`src/rtl/stack_arb.sv`:
```
// Two-requester (CPU, debug) arbiter in front of an external LIFO stack; owns the stack pointer.
// Optional high-water-mark output is enabled with the STACK_ARB_HWM_EN macro.
module stack_arb #(
  parameter int WIDTH  = 11,
  parameter int DEPTH  = 7,
  parameter int STARVE = 8
) (
  input  logic             clk,
  input  logic             resetq,
  input  logic             cpu_push,
  input  logic             cpu_pop,
  input  logic [WIDTH-1:0] cpu_din,
  output logic [WIDTH-1:0] cpu_dout,
  output logic             cpu_valid,
  output logic             cpu_stall,
  input  logic             dbg_req,
  input  logic             dbg_we,
  input  logic [WIDTH-1:0] dbg_din,
  output logic             dbg_gnt,
  output logic [WIDTH-1:0] dbg_dout,
  output logic             dbg_valid,
  output logic             stk_push,
  output logic             stk_pop,
  output logic [WIDTH-1:0] stk_in,
  input  logic [WIDTH-1:0] stk_out,
  output logic [DEPTH:0]   depth,
  output logic             full,
  output logic             empty,
  output logic             err_ovf,
  output logic             err_unf,
  input  logic             err_clr
`ifdef STACK_ARB_HWM_EN
  ,
  output logic [DEPTH:0]   hwm
`endif
);

  localparam int CW = (STARVE < 3) ? 2 : $clog2(STARVE + 1);
  localparam logic [CW-1:0]  WAIT_LIM = CW'(STARVE - 1);
  localparam logic [CW-1:0]  WAIT_SAT = CW'(STARVE);
  localparam logic [CW-1:0]  WAIT_ONE = {{(CW-1){1'b0}}, 1'b1};
  localparam logic [DEPTH:0] CAP_V    = {1'b1, {DEPTH{1'b0}}};
  localparam logic [DEPTH:0] D_ONE    = {{DEPTH{1'b0}}, 1'b1};

  typedef enum logic {ST_IDLE, ST_FORCE} state_t;

  state_t           state_q, state_d;
  logic [CW-1:0]    wait_q, wait_d;
  logic [DEPTH:0]   depth_q, depth_d;
  logic             err_ovf_q, err_ovf_d;
  logic             err_unf_q, err_unf_d;
  logic             cpu_valid_q, cpu_valid_d;
  logic             dbg_valid_q, dbg_valid_d;
  logic [WIDTH-1:0] cpu_hold_q, cpu_hold_d;
  logic [WIDTH-1:0] dbg_hold_q, dbg_hold_d;

  logic             cpu_req, dbg_live, forced;
  logic             cpu_go, dbg_go, op_valid, op_push;
  logic [WIDTH-1:0] op_din;
  logic             full_w, empty_w;
  logic             do_push, do_pop, ovf_evt, unf_evt;
  logic [CW-1:0]    wait_inc;

  // Requests are ignored while resetq=0 so no stack strobe or grant escapes during reset.
  always_comb begin
    cpu_req  = resetq & (cpu_push | cpu_pop);
    dbg_live = resetq & dbg_req;
    forced   = (state_q == ST_FORCE);
    cpu_go   = cpu_req & ~forced;
    dbg_go   = dbg_live & (~cpu_req | forced);
    op_valid = cpu_go | dbg_go;
    op_push  = cpu_go ? cpu_push : dbg_we;
    op_din   = cpu_go ? cpu_din : dbg_din;
    full_w   = (depth_q == CAP_V);
    empty_w  = (depth_q == '0);
    do_push  = op_valid & op_push & ~full_w;
    ovf_evt  = op_valid & op_push & full_w;
    do_pop   = op_valid & ~op_push & ~empty_w;
    unf_evt  = op_valid & ~op_push & empty_w;
  end

  always_comb begin
    depth_d = depth_q;
    if (do_push) begin
      depth_d = depth_q + D_ONE;
    end else if (do_pop) begin
      depth_d = depth_q - D_ONE;
    end
    err_ovf_d   = (err_ovf_q & ~err_clr) | ovf_evt;
    err_unf_d   = (err_unf_q & ~err_clr) | unf_evt;
    cpu_valid_d = do_pop & cpu_go;
    dbg_valid_d = do_pop & dbg_go;
    cpu_hold_d  = cpu_valid ? stk_out : cpu_hold_q;
    dbg_hold_d  = dbg_valid ? stk_out : dbg_hold_q;
  end

  // Starvation FSM: FORCE lasts exactly one cycle and hands that cycle to debug.
  always_comb begin
    state_d  = ST_IDLE;
    wait_inc = (wait_q == WAIT_SAT) ? WAIT_SAT : (wait_q + WAIT_ONE);
    wait_d   = wait_q;
    if (dbg_go) begin
      wait_d = '0;
    end else if (dbg_live) begin
      wait_d = wait_inc;
    end
    if ((state_q == ST_IDLE) && dbg_live && !dbg_go && (wait_inc >= WAIT_LIM)) begin
      state_d = ST_FORCE;
    end
  end

  always_ff @(posedge clk) begin
    if (!resetq) begin
      state_q     <= ST_IDLE;
      wait_q      <= '0;
      depth_q     <= '0;
      err_ovf_q   <= 1'b0;
      err_unf_q   <= 1'b0;
      cpu_valid_q <= 1'b0;
      dbg_valid_q <= 1'b0;
      cpu_hold_q  <= '0;
      dbg_hold_q  <= '0;
    end else begin
      state_q     <= state_d;
      wait_q      <= wait_d;
      depth_q     <= depth_d;
      err_ovf_q   <= err_ovf_d;
      err_unf_q   <= err_unf_d;
      cpu_valid_q <= cpu_valid_d;
      dbg_valid_q <= dbg_valid_d;
      cpu_hold_q  <= cpu_hold_d;
      dbg_hold_q  <= dbg_hold_d;
    end
  end

`ifdef STACK_ARB_HWM_EN
  logic [DEPTH:0] hwm_q, hwm_d;

  always_comb begin
    hwm_d = hwm_q;
    if (err_clr) begin
      hwm_d = depth_d;
    end else if (depth_d > hwm_q) begin
      hwm_d = depth_d;
    end
  end

  always_ff @(posedge clk) begin
    if (!resetq) begin
      hwm_q <= '0;
    end else begin
      hwm_q <= hwm_d;
    end
  end

  assign hwm = hwm_q;
`endif

  // *_valid is a one-cycle pulse; *_dout shows stk_out during it and holds that value afterwards.
  assign cpu_valid = cpu_valid_q & resetq;
  assign dbg_valid = dbg_valid_q & resetq;
  assign cpu_dout  = cpu_valid ? stk_out : cpu_hold_q;
  assign dbg_dout  = dbg_valid ? stk_out : dbg_hold_q;
  assign cpu_stall = cpu_req & forced;
  assign dbg_gnt   = dbg_go;
  assign stk_push  = do_push;
  assign stk_pop   = do_pop;
  assign stk_in    = op_din;
  assign depth     = depth_q;
  assign full      = full_w;
  assign empty     = empty_w;
  assign err_ovf   = err_ovf_q;
  assign err_unf   = err_unf_q;

endmodule

```
`config.mk`:
```
export PLATFORM = sky130hd
export DESIGN_NAME = stack_arb
export DESIGN_NICKNAME = d
export VERILOG_FILES = /design/src/rtl/stack_arb.sv
export SDC_FILE = /design/constraint.sdc
export NUM_CORES = 1
export LEC_CHECK = 0
export ABC_AREA = 1
export ABC_CLOCK_PERIOD_IN_PS = 2100
export BUFFER_PORTS_ARGS = -buffer_cell sky130_fd_sc_hd__buf_2
export CORE_ASPECT_RATIO = 0.9
export CORE_UTILIZATION = 39
export DETAILED_ROUTE_END_ITERATION = 8
export PLACE_DENSITY = 0.69
export SLEW_MARGIN = 10
export SYNTH_ARGS = -nofsm -noshare
export SYNTH_HDL_FRONTEND = slang
export SYNTH_SLANG_ARGS = --single-unit
```
`constraint.sdc`:
```
create_clock -name clk -period 2.1 [get_ports clk]
set_input_delay 0.105 -clock clk [delete_from_list [all_inputs] [get_ports clk]]
set_output_delay 0.105 -clock clk [all_outputs]
set_load 0.02 [all_outputs]
```
# Yosys cells after proc, flatten, opt, wreduce, memory -nomap -nowiden
# Index checks and enable logic that the tools add are counted.
dict set report totals {
  out_inout_bits 51
  register_bits 39
  input_bits 40
  wordCells 59
}
dict set report op_classes {
  reduce_logical 7
  magnitude_cmp 1
  n_mux 8
  add_sub_neg 3
  eq_ne 2
  bitwise 29
}
# op count
set op_table {}
lappend op_table {{$mux 11} 3}
lappend op_table {{$and 1x1->1} 17}
lappend op_table {{$mux 8} 2}
lappend op_table {{$add 8x1->8 const B} 1}
lappend op_table {{$eq 8x8->1 const B} 1}
lappend op_table {{$logic_not 8->1} 1}
lappend op_table {{$sub 8x1->8 const B} 1}
lappend op_table {{$not 1->1} 7}
lappend op_table {{$or 1x1->1} 5}
lappend op_table {{$add 4x1->4 const B} 1}
lappend op_table {{$eq 4x4->1 const B} 1}
lappend op_table {{$ge 4x3->1 const B} 1}
lappend op_table {{$mux 4} 1}
lappend op_table {{$logic_and 1x1->1} 3}
lappend op_table {{$mux 1} 2}
lappend op_table {{$reduce_bool 2->1} 1}
lappend op_table {{$reduce_or 2->1} 1}
lappend op_table {{$logic_not 1->1} 1}

# Longest topological paths before layout
dict set report logic_depth {
  depth_word 10
  mapped_depth 18
  ltp_nobuf 18
}

# Worst setup path before layout
# OpenSTA, ideal clock, no wires.
dict set report synth_timing {
  kind {register to register}
  startpoint {register depth_q[0] (netlist: depth[0])}
  endpoint {register depth_q[7] (netlist: depth[7])}
  arrival_ns 2.097
  path_buffers 0
  path_stages_with_launch 16
  path_slack_ns -0.110
  required_time_ns 1.987
  period_less_slack_ns 2.210
  path_cell_list {dfxtp_1 -> inv_1 -> nand2_1 -> nor2_1 -> nand3_1 -> nand3_4 -> ha_1 -> or2_0 -> nand2_1 -> nor2_1 -> nor2_1 -> inv_1 -> nand2_1 -> nand3_2 -> nor2_1 -> nor2_1}
}
dict set report synth_via {
  elab_chain_cells 4
}
# element line_no
set synth_rtl {}
lappend synth_rtl {{from (decl)} 49} ;# logic [DEPTH:0] depth_q, depth_d;
lappend synth_rtl {{from (signal assigned)} 126} ;# depth_q <= depth_d;
lappend synth_rtl {{parallel branches: the longest is 4 deep, another holds $sub 8x1->8} --}
# Parallel ways; which one is timed is not known. The select of a mux whose other input is x is not followed.
# A chain may end at the register's enable or synchronous reset.

# Worst setup path after layout
dict set report layout_timing {
  startpoint {register state_q (netlist: forced)}
  endpoint {register depth_q[5] (netlist: depth[5])}
}
dict set report layout_via {
  elab_chain_cells 7
}
# element line_no
set layout_rtl {}
lappend layout_rtl {{from (decl)} 47} ;# state_t state_q, state_d;
lappend layout_rtl {{from (signal assigned)} 124} ;# state_q <= state_d;
lappend layout_rtl {{$not 1->1} 69} ;# cpu_go = cpu_req & ~forced;
lappend layout_rtl {{$and 1x1->1} 69}
lappend layout_rtl {{$mux 1} 72} ;# op_push = cpu_go ? cpu_push : dbg_we;
lappend layout_rtl {{$not 1->1} 78} ;# do_pop = op_valid & ~op_push & ~empty_w;
lappend layout_rtl {{$and 1x1->1 (2 in series)} 78}
lappend layout_rtl {{$reduce_bool 2->1 (no source line)} --}
# Parallel ways exist; a longest one is shown, timed or not.

==> summary.txt <==
Avg Inst Size Synth -> 7.62 um^2
post-DP HPWL -> 4140 um
CP cell instances -> inv_2 > nand3_4 > nand2_2 > nand2_2 > nand3_4 > ha_4 > or2_1 > nand2_2 > buf_6 > nor2_2 > nor2_1 > xor2_1 > a21oi_2
commonest non-fill, non-tap cell in the layout -> buf_2
Final Cycle Share -> 0.998
die area -> 0.00605 mm^2
wirelength, routed -> 5890 um
Sequential Area -> 792 um^2
power per cell area -> 849 mW/mm^2
Critical Path Max Stage Delay -> 330 ps
DR pass1 iterations -> 4
vias in the first global route -> 1966
Yosys reg bits -> 39
largest net degree at the start of global routing -> 26
antenna violations before repair -> 0
Power, Total -> 0.00263 W
FILL cells -> 512
type of origin of the critical path -> flop
Initial Util -> 0.416
final hold vios -> 0
Synth cell types -> 31
worst r2r src -> forced
fraction of layout cells with a size suffix above 1 -> 0.439
CTS Sinks -> 39
slowest CP cell -> dfxtp_2
area occupied by multi-input gates -> 0.00129 mm^2
vias -> 2270
buffers and inverters on the worst path -> 2
DRC -> 0
# IOs -> 91
Post-Layout Inst Area -> 0.00310 mm^2
Netlist Area Pre-Place -> 0.00224 mm^2
critical path's top delay family -> simple AND/OR/NAND/NOR gates
Final Max Slew Viols -> 0
H-tree Lvls -> 2
antenna cell count -> 0
Worst Setup Path Type -> flop to flop
most frequent cells in the layout -> buf_2 (90), inv_1 (47), nor2_1 (37)
die height -> 73.9 um
cts hold-fix bufs -> 0
Clock Path Buffers -> 2
worst path required time -> 2280 ps
first-pass GRT wire length -> 8610 um
TritonCTS clock tree -> built
Area growth syn-to-layout -> 38.3%
Top Metal Used -> met4
Mapped Cells -> 294
grt total ovfl -> 0
Placement Cell Area -> 0.00280 mm^2
number of port buffers -> 90
WP depth -> 13
status -> finished clean
DRT antenna net count -> 0
cells on worst reg2reg path -> 13
Post-Route Utilization -> 0.576
fin crit period -> 2100 ps
headroom to the max-slew limit -> 0.550
met1 WL -> 2600 um
WL per Instance -> 12.6 um
crit-path max FO -> 6
clk_lat worst skew -> 290 ps
post-DR vias/cell -> 4.85
Mapped Nets -> 344
CORE AREA -> 0.00538 mm^2
Initial DRC Count -> 82
Peak Freq -> 0.477 GHz
crit path to -> depth[5]
reg-to-reg endpoint -> depth[5]
num rows -> 25
Worst VDD drop -> 554 uV
setup slack, reg-to-reg -> 3 ps
Crit. End Element -> flop
Hold WS -> 82.2 ps
Synth Warn # -> 0
Die Wd -> 81.9 um
max_cap viols -> 0
WL met2 -> 2840 um
clock slew seen by the registers of the worst setup and hold paths -> 80 ps
Leak Pwr -> 1.53 nW
WL met3 -> 323 um
WP data arrival -> 2280 ps
worst-margin pin slew -> 674 ps
unrepaired setup endpoints after global routing -> true
GPL Wtd Cong -> 0.867
setup violators final -> 0
clock skew -> 7.16 ps
Setup crit start -> forced
post-route setup TNS -> 0 ps
sequential element share of the synthesized area -> 0.349
worst hold path class -> input port to flop
NumNets Final -> 450
Tot GR Track Use -> 0.187
Worst path most repeated cell -> nand2_2
Root Buffer -> clkbuf_8
TritonCTS Buffers -> 5
==> synth_stat cells <==
master | instances | area share
inv_1 | 51 | 0.085
nor2_1 | 42 | 0.070
nand4_1 | 3 | 0.0084
o21ai_2 | 3 | 0.012
nand2_1 | 28 | 0.047
a21oi_2 | 4 | 0.016
nand3_1 | 8 | 0.018
nand3_2 | 1 | 0.0045
o21ai_1 | 1 | 0.0022
nand2_4 | 2 | 0.010
nor4_1 | 1 | 0.0028
fa_1 | 1 | 0.0089
a21o_1 | 1 | 0.0034
dfxtp_1 | 39 | 0.35
a211oi_1 | 23 | 0.077
xor2_1 | 5 | 0.020
a21oi_1 | 31 | 0.069
nand3_4 | 3 | 0.023
inv_2 | 2 | 0.0034
a31oi_1 | 3 | 0.0084
clkinv_1 | 1 | 0.0017
xnor2_1 | 2 | 0.0078
clkbuf_1 | 6 | 0.010
a22oi_1 | 1 | 0.0034
o21ai_0 | 3 | 0.0067
mux2_2 | 11 | 0.055
or2_0 | 1 | 0.0028
ha_1 | 9 | 0.050
buf_2 | 4 | 0.0089
nand2_2 | 3 | 0.0084
buf_8 | 1 | 0.0067
==> layout make-up <==
cell class | count | area share
Multi-Input combinational cell | 190 | 0.416
Sequential cell | 39 | 0.256
Timing Repair Buffer | 110 | 0.199
Inverter | 54 | 0.0655
Tap cell | 67 | 0.0271
Clock buffer | 5 | 0.0222
Clock inverter | 3 | 0.0141
==> power by group <==
| group | leakage, nW | internal (W) | switching, W |
|---|---|---|---|
| Sequential | 0.321 | 0.000814 | 0.0000511 |
| Combinational | 1.15 | 0.000476 | 0.000658 |
| Clock | 0.0581 | 0.000354 | 0.000276 |
==> what timing repair did <==
action                     4_1_cts  5_1_grt
resized for setup                1       22
pin swaps                        0       22
setup endpoints to repair        1        4
setup buffers                    3        9
hold endpoints to repair         0        0
==> through the flow <==
step                      setup slack (ps)  std cells
after CTS                             3.57        459
after global placement                57.3        448
after detailed placement              14.5        448
after global routing                 -93.8        468
after floorplan                       74.8        294
final                                 3.26        468
==> kinds of logic (layout without fill, tap and decap cells) <==
group,after synthesis,count (layout),synth area share
xor+xnor,7,7,0.0274
fa+ha+maj,10,10,0.0592
simple gates,92,92,0.196
flops,39,39,0.349
compound gates,70,70,0.198
buf+inv,65,172,0.116
mux,11,11,0.0553
==> sequential cells by signal, summed over array words and instances (netlist names) <==
register	count
cpu_hold_q	11
cpu_valid_q	1
dbg_hold_q	11
dbg_valid_q	1
depth	8
err_ovf	1
err_unf	1
forced	1
wait_q	4
==> worst min path at each step <==
stage | start | endpoint | slack (ps) | depth (start not counted)
after floorplan | err_clr | err_ovf | 280 | 3
after global placement | err_clr | err_unf | 390 | 4
after detailed placement | err_clr | err_unf | 400 | 4
after CTS | err_clr | err_unf | 80 | 4
after global routing | err_clr | err_unf | 90 | 4
final | err_clr | err_unf | 80 | 4
==> tightest hold or removal path: stages <==
cell     delay [ps]
buf_2            70
inv_1            50
nand2_1          50
a21oi_1          50
==> metal layers <==
| layer | vias to the layer above | track usage |
|---|---|---|
| met2 | 70 | 0.302 |
| met5 | - | 0 |
| li1 | 1174 | - |
| met3 | 15 | 0.0484 |
| met1 | 1011 | 0.238 |
| met4 | 0 | 0.0643 |
Power figures use the tool's default switching activity.
